**config.mk**
```make
export PLATFORM = sky130hd
export DESIGN_NAME = als_err_acc
export DESIGN_NICKNAME = d
export VERILOG_FILES = /design/src/rtl/als_err_acc.sv
export SDC_FILE = /design/constraint.sdc
export NUM_CORES = 1
export LEC_CHECK = 0
export CELL_PAD_IN_SITES_DETAIL_PLACEMENT = 0
export CELL_PAD_IN_SITES_GLOBAL_PLACEMENT = 1
export CORE_ASPECT_RATIO = 1.2
export CORE_UTILIZATION = 42
export DETAILED_ROUTE_END_ITERATION = 6
export PLACE_DENSITY_LB_ADDON = 0.3
export SYNTH_ARGS = -nofsm -noshare
export SYNTH_HDL_FRONTEND = slang
export SYNTH_SLANG_ARGS = --single-unit
```
**constraint.sdc**
```tcl
create_clock -name clk -period 6.3 [get_ports clk]
set_input_delay 0.63 -clock clk [delete_from_list [all_inputs] [get_ports clk]]
set_output_delay 0.63 -clock clk [all_outputs]
set_load 0.01 [all_outputs]
```
**src/rtl/als_err_acc.sv**
```systemverilog
// Error-statistics accumulator for characterising an approximate adder against an
// exact reference: counts mismatches, tracks the worst and the total error distance.
module als_err_acc #(
    parameter int WIDTH = 33,
    parameter int CNT_W = 20,
    parameter int ACC_W = 56
) (
    input  logic             clk,
    input  logic             rst,
    input  logic             start,
    input  logic [CNT_W-1:0] n_samples,
    input  logic             in_valid,
    output logic             in_ready,
    input  logic [WIDTH-1:0] approx_in,
    input  logic [WIDTH-1:0] exact_in,
    output logic             busy,
    output logic             done,
    output logic [CNT_W-1:0] err_cnt,
    output logic [WIDTH-1:0] max_ed,
    output logic [ACC_W-1:0] sum_ed
);

    typedef enum logic [1:0] {
        IDLE  = 2'd0,
        RUN   = 2'd1,
        FLUSH = 2'd2,
        DONE  = 2'd3
    } state_t;

    state_t           r_state;
    state_t           w_next;
    logic [CNT_W-1:0] r_n;
    logic [CNT_W-1:0] r_cnt;
    logic             r_flush;
    logic             r_s1_vld;
    logic [WIDTH-1:0] r_s1_diff;
    logic             r_s1_mis;
    logic [CNT_W-1:0] r_err;
    logic [WIDTH-1:0] r_max;
    logic [ACC_W-1:0] r_sum;
    logic             r_in_ready;
    logic             r_busy;
    logic             r_done;
    logic             w_accept;
    logic             w_start_ok;
    logic             w_last;

    function automatic logic [WIDTH-1:0] abs_diff(input logic [WIDTH-1:0] a,
                                                  input logic [WIDTH-1:0] b);
        abs_diff = (a >= b) ? (a - b) : (b - a);
    endfunction

    function automatic logic [ACC_W-1:0] sat_add(input logic [ACC_W-1:0] acc,
                                                 input logic [WIDTH-1:0] d);
        logic [ACC_W:0] w_sum;
        w_sum = {1'b0, acc} + (ACC_W+1)'(d);
        sat_add = w_sum[ACC_W] ? {ACC_W{1'b1}} : w_sum[ACC_W-1:0];
    endfunction

    assign w_accept   = in_valid && r_in_ready;
    assign w_start_ok = start && ((r_state == IDLE) || (r_state == DONE));
    assign w_last     = w_accept && ((r_cnt + CNT_W'(1)) == r_n);

    // Next-state decode; start is only honoured between runs
    always_comb begin
        w_next = r_state;
        case (r_state)
            IDLE, DONE: begin
                if (w_start_ok) begin
                    w_next = (n_samples == {CNT_W{1'b0}}) ? FLUSH : RUN;
                end else begin
                    w_next = r_state;
                end
            end
            RUN: begin
                if (w_last) begin
                    w_next = FLUSH;
                end else begin
                    w_next = RUN;
                end
            end
            FLUSH: begin
                if (r_flush) begin
                    w_next = DONE;
                end else begin
                    w_next = FLUSH;
                end
            end
            default: w_next = IDLE;
        endcase
    end

    // State register, run bookkeeping and status flags registered from next state
    always_ff @(posedge clk or posedge rst) begin
        if (rst) begin
            r_state    <= IDLE;
            r_n        <= {CNT_W{1'b0}};
            r_cnt      <= {CNT_W{1'b0}};
            r_flush    <= 1'b0;
            r_in_ready <= 1'b0;
            r_busy     <= 1'b0;
            r_done     <= 1'b0;
        end else begin
            r_state    <= w_next;
            r_flush    <= (r_state == FLUSH) && !r_flush;
            r_in_ready <= (w_next == RUN);
            r_busy     <= (w_next == RUN) || (w_next == FLUSH);
            r_done     <= (w_next == DONE);
            if (w_start_ok) begin
                r_n   <= n_samples;
                r_cnt <= {CNT_W{1'b0}};
            end else if (w_accept) begin
                r_cnt <= r_cnt + CNT_W'(1);
            end else begin
                r_cnt <= r_cnt;
            end
        end
    end

    // Stage 1: absolute difference and mismatch flag of the accepted pair
    always_ff @(posedge clk or posedge rst) begin
        if (rst) begin
            r_s1_vld  <= 1'b0;
            r_s1_diff <= {WIDTH{1'b0}};
            r_s1_mis  <= 1'b0;
        end else begin
            r_s1_vld  <= w_accept && !w_start_ok;
            r_s1_diff <= abs_diff(approx_in, exact_in);
            r_s1_mis  <= (approx_in != exact_in);
        end
    end

    // Stage 2: fold the difference into the run statistics
    always_ff @(posedge clk or posedge rst) begin
        if (rst) begin
            r_err <= {CNT_W{1'b0}};
            r_max <= {WIDTH{1'b0}};
            r_sum <= {ACC_W{1'b0}};
        end else if (w_start_ok) begin
            r_err <= {CNT_W{1'b0}};
            r_max <= {WIDTH{1'b0}};
            r_sum <= {ACC_W{1'b0}};
        end else if (r_s1_vld) begin
            r_err <= r_s1_mis ? (r_err + CNT_W'(1)) : r_err;
            r_max <= (r_s1_diff > r_max) ? r_s1_diff : r_max;
            r_sum <= sat_add(r_sum, r_s1_diff);
        end else begin
            r_err <= r_err;
            r_max <= r_max;
            r_sum <= r_sum;
        end
    end

    assign in_ready = r_in_ready;
    assign busy     = r_busy;
    assign done     = r_done;
    assign err_cnt  = r_err;
    assign max_ed   = r_max;
    assign sum_ed   = r_sum;

endmodule

```
* Word level (Yosys, flattened, before mapping)
Cells that the tools add are included.
** Storage, ports and cells
- Register bits :: 190
- Output and inout port bits :: 112
** Operators by class
- Magnitude comparators :: 2
- Add/sub/neg operators :: 5
- Equality and inequality tests :: 8
- Reductions and logical operators :: 18
- Multiplexer cells :: 17
** Operator list (number)
- 2-to-1 mux 56 bit :: 3
- 2-to-1 mux 33 bit :: 4
- 2-to-1 mux 20 bit :: 5
- subtractor 33 bit :: 2
- adder 56 x 33 -> 57 bit :: 1
- adder 20 x 1 -> 20 bit, second input constant :: 2
- >= comparator 33 bit :: 1
- greater-than comparator 33 bit :: 1
- inequality test 33 bit :: 1
- == test 20 bit :: 1
- zero test 20 bit :: 1
- == test 2 bit, second input constant :: 4
- nonzero test 2 bit :: 4
- 2-to-1 mux 2 bit :: 3
- one-hot mux 2 bit (3 select lines) :: 1
- logical AND 1 bit :: 5
- == test 2 x 1 -> 1 bit, second input constant :: 2
- AND reduction 2 bit :: 2
- zero test 1 bit :: 2
- zero test 2 bit :: 1
- logical OR 1 bit :: 2
- OR reduction 2 bit :: 1
- 2-to-1 mux 1 bit :: 1

* Logic depth before layout (Yosys ltp)
- Word-level depth :: 7
- Mapped depth :: 14
- Depth with buffers taken out :: 13

* Worst setup path after synthesis
OpenSTA, ideal clock, no wires.
- Kind :: in2reg
- From :: input approx_in[1]
- To :: register r_s1_diff[27]
- Path buffers :: 1
- Cell stages on the path :: 13
- Arrival :: 3.228 ns
- Path slack :: 2.992 ns
- Required time :: 6.220 ns
- Cells stage by stage :: inv_1 > ha_1 > nor2b_1 > o211ai_1 > a311oi_2 > a41oi_1 > or3_4 > and2_1 > buf_2 > mux2i_1 > a211o_1 > a41oi_2 > xnor2_1
** On the way
- Longest elaborated chain between the ends :: 2
- Elaborated cells between the ends (all ways) :: 4
- Classes of those cells :: add/sub (2); order compare (1); mux (1)
** RTL lines
- start, declared :: line 14 : input logic [WIDTH-1:0] approx_in,
- subtractor 33 bit or >= comparator 33 bit (tied branches) :: line 50 : abs_diff = (a >= b) ? (a - b) : (b - a);
- 2-to-1 mux 33 bit * :: line 50
- end signal, assigned :: line 124 : r_s1_diff <= {WIDTH{1'b0}};
- end signal, assigned :: line 128 : r_s1_diff <= abs_diff(approx_in, exact_in);
- end, declared :: line 36 : logic [WIDTH-1:0] r_s1_diff;
Every way passes the cells marked *; elsewhere a longest branch is shown, timed or not.
A chain may end at the register's enable or synchronous reset.

* Worst setup path in the final report
- From :: input approx_in[1]
- To :: register r_s1_diff[29]
The elaborated chain is that of the path after synthesis.

==> impl_metrics.json <==
{
  "dp_cells": 2274,
  "fin_cells": 2306,
  "period_needed_ns": 4.36,
  "finalNetCount": 2073,
  "grt_overflow": 0,
  "fin_worst_skew_ns": 0.00798,
  "crit_path_start_kind": "input pin",
  "hold_viol": 0,
  "clock_latency_ns": 0.44,
  "cts_hold_buf": 0,
  "vias": 12500,
  "drt_iter0_drc": 707,
  "drt_pass1_iterations": 5,
  "cp_max_fo": 22,
  "synth-simple-area-share_pct": 16.8,
  "synth_area_um2": 14300,
  "synth_xor_area_share_pct": 7.36,
  "synth-compound-area-share_pct": 20.6,
  "vdd_drop_max_mv": 0.132,
  "dp_hpwl_um": 30500,
  "holdCritPathClass": "reg -> reg",
  "numClockSinks": 190,
  "path_class": "in -> reg",
  "clock-root-buffer": "clkbuf_16",
  "grt_setup_unrepaired": "false",
  "cts_tree": "built",
  "worst_slew_pin_slew_ns": 0.906,
  "layout-drive-gt1-share_pct": 3.56,
  "antenna_found_initial": 0,
  "netlist_top_cells_area": "dfrtp_1 33%, ha_1 12%, a21oi_1 5.5%, nand2_1 4.4%, xnor2_1 4.4%",
  "ys_seq_elements": 190,
  "outcome": "completed",
  "synth_top_family_by_area": "compound AO/OA/AOI/OAI gates",
  "die_w_um": 170,
  "async_flop_share_pct": 100,
  "wl_per_cell_um": 17.2,
  "grt_pass1_vias": 12500,
  "drt-total-wl_um": 39600,
  "maxSlewViolCount": 0,
  "grt_max_degree": 82,
  "gr-usage-all-layers_pct": 23.4,
  "synth_cells": 1695,
  "initial_core_util_pct": 42.9,
  "yosys_warnings": 0,
  "antenna_left": 0,
  "place.gp.congestion": 0.915,
  "nFillCells": 3254,
  "path_clk_slew_ns": 0.07,
  "grt_pass1_wl_um": 64600,
  "dieArea_um2": 34800,
  "multi_input_area_um2": 8710,
  "cp_data_required_time_ns": 6.61,
  "n_antenna_cell": 0,
  "drt-vias-per-instance": 5.42,
  "ys_types": 72,
  "synth_area_per_cell_um2": 8.43,
  "setup_tns_ns": 0,
  "rows": 73,
  "synth_edf_count": 0,
  "seq_area_um2": 4750,
  "synthMuxAreaShare_pct": 3.67,
  "setup_violations": 0,
  "drc": 0,
  "cts_setup_buffers": 0,
  "fin_crit_sh_pct": 69.2,
  "powerDensity_nw_per_um2": 370,
  "crit_path_end_kind": "register",
  "cts_buffers": 17,
  "cap_viol_max_count": 0,
  "io_buffers": 201,
  "cts_buffer_depth": 2,
  "seq_area_frac_synth_pct": 33.3,
  "syn-num-nets": 1925,
  "synthAdderAreaFrac_pct": 12.4,
  "leakage_nw": 7.86,
  "yosys.area.top_type_share_pct": 33.3,
  "max_slew_margin_pct": 39.6,
  "die-height_um": 204,
  "fmax_mhz": 229,
  "ios": 202,
  "syn2layout_area_growth_pct": 19.9,
  "synth.largest_area_cell": "dfrtp_1",
  "worst_ep_arrival_time_ns": 4.67,
  "synthFlopType": "dfrtp_1",
  "final_cell_mix": "201 x clkdlybuf4s50_1, 190 x dfrtp_1, 166 x nand2_1",
  "mostFrequentLayoutCell": "clkdlybuf4s50_1",
  "post_cts_resize_count": 0,
  "htreeDepth": 4,
  "core_area_um2": 33300
}
## path summary, 6_finish.rpt
path	slack, ns	from	cells after the start	endpoint
worst max register to register	2.13	sum_ed[9]$_DFFE_PP0P_	11	sum_ed[45]$_DFFE_PP0P_
max in group asynchronous	4.39	rst	3	r_s1_diff[28]$_DFF_PP0_
min in group asynchronous	0.68	rst	2	sum_ed[12]$_DFFE_PP0P_
worst min register to register	0.42	r_flush$_DFF_PP0_	1	r_flush$_DFF_PP0_
worst max-delay path	1.94	approx_in[1]	14	r_s1_diff[29]$_DFF_PP0_
worst min-delay path	0.42	r_flush$_DFF_PP0_	1	r_flush$_DFF_PP0_
## stage by stage
step / utilization (%) / power, mW / area [µm²] / worst slack, ns / hold slack, ns
after global placement: 49.8 / 5.30 / 16600 / 1.58 / 0.413
after global routing: 51.4 / 6.85 / 17100 / 1.63 / 0.442
final: 51.4 / 6.35 / 17100 / 1.94 / 0.423
after detailed placement: 49.8 / 5.36 / 16600 / 1.46 / 0.418
after floorplan: - / 4.17 / 14300 / 0.500 / 0.397
after CTS: 51.4 / 6.39 / 17100 / 1.93 / 0.428
## per-layer routing
metal / GRT usage, % / vias to the layer above / part of all wire (%)
met5: 0 / - / 0
met4: 8.62 / 0 / 3.0
met3: 3.93 / 59 / 3.9
met2: 40.8 / 261 / 49
met1: 28.8 / 5933 / 44
li1: - / 6257 / -
## synthesized netlist by cell type, types with 8 or more instances
cell type / n
dfrtp_1: 190
nand2_1: 166
a21oi_1: 156
nor2_1: 146
ha_1: 137
inv_1: 131
o21ai_0: 101
xnor2_1: 71
a21o_1: 56
mux2i_1: 49
xor2_1: 49
clkbuf_1: 48
nand3_1: 43
nand4_1: 32
nor3_1: 32
buf_2: 23
a211oi_1: 21
o21bai_1: 21
and3_1: 20
a31oi_1: 19
or3_1: 14
o21a_1: 12
and2_1: 11
nor2b_1: 10
nor4_1: 10
o211ai_1: 8
## final cells by class
cell class	count	area share [%]
clock inverter	12	0.511
timing repair buffer	209	12.1
sequential	190	27.8
tap	450	3.29
inverter	131	2.91
clock buffer	20	2.61
multi-input combinational	1294	50.8
## critical path, stage by stage
cell and delay (ns):
clkdlybuf4s50_1 0.55, inv_1 0.10, ha_1 0.31, nor2b_1 0.17, o211ai_1 0.14, a311oi_2 0.35
a41oi_1 0.27, or3_4 0.45, nand2_1 0.48, buf_4 0.36, nand2_1 0.10, o21ai_0 0.40
o21ai_0 0.17, xor2_1 0.18
## state kept, by name (all words and copies together), names as in the netlist
name	count
r_s1_diff	33
busy	1
err_cnt	20
r_cnt	20
in_ready	1
sum_ed	56
max_ed	33
r_state	2
r_s1_mis	1
r_n	20
r_flush	1
r_s1_vld	1
done	1
## report_power, final
part	switching, mW	internal (mW)
clock network	0.488	0.517
registers	0.361	1.57
logic	1.85	1.56
total	2.70	3.65
## cells by family after synthesis
kind of cell	count (synthesis)
DFF	190
and+or+nand+nor	516
muxes	52
buffers and inverters	211
xor gates and xnor gates	120
adders and majority gates	140
AOI/OAI and AO/OA	466
(Power assumes the default switching activity.)
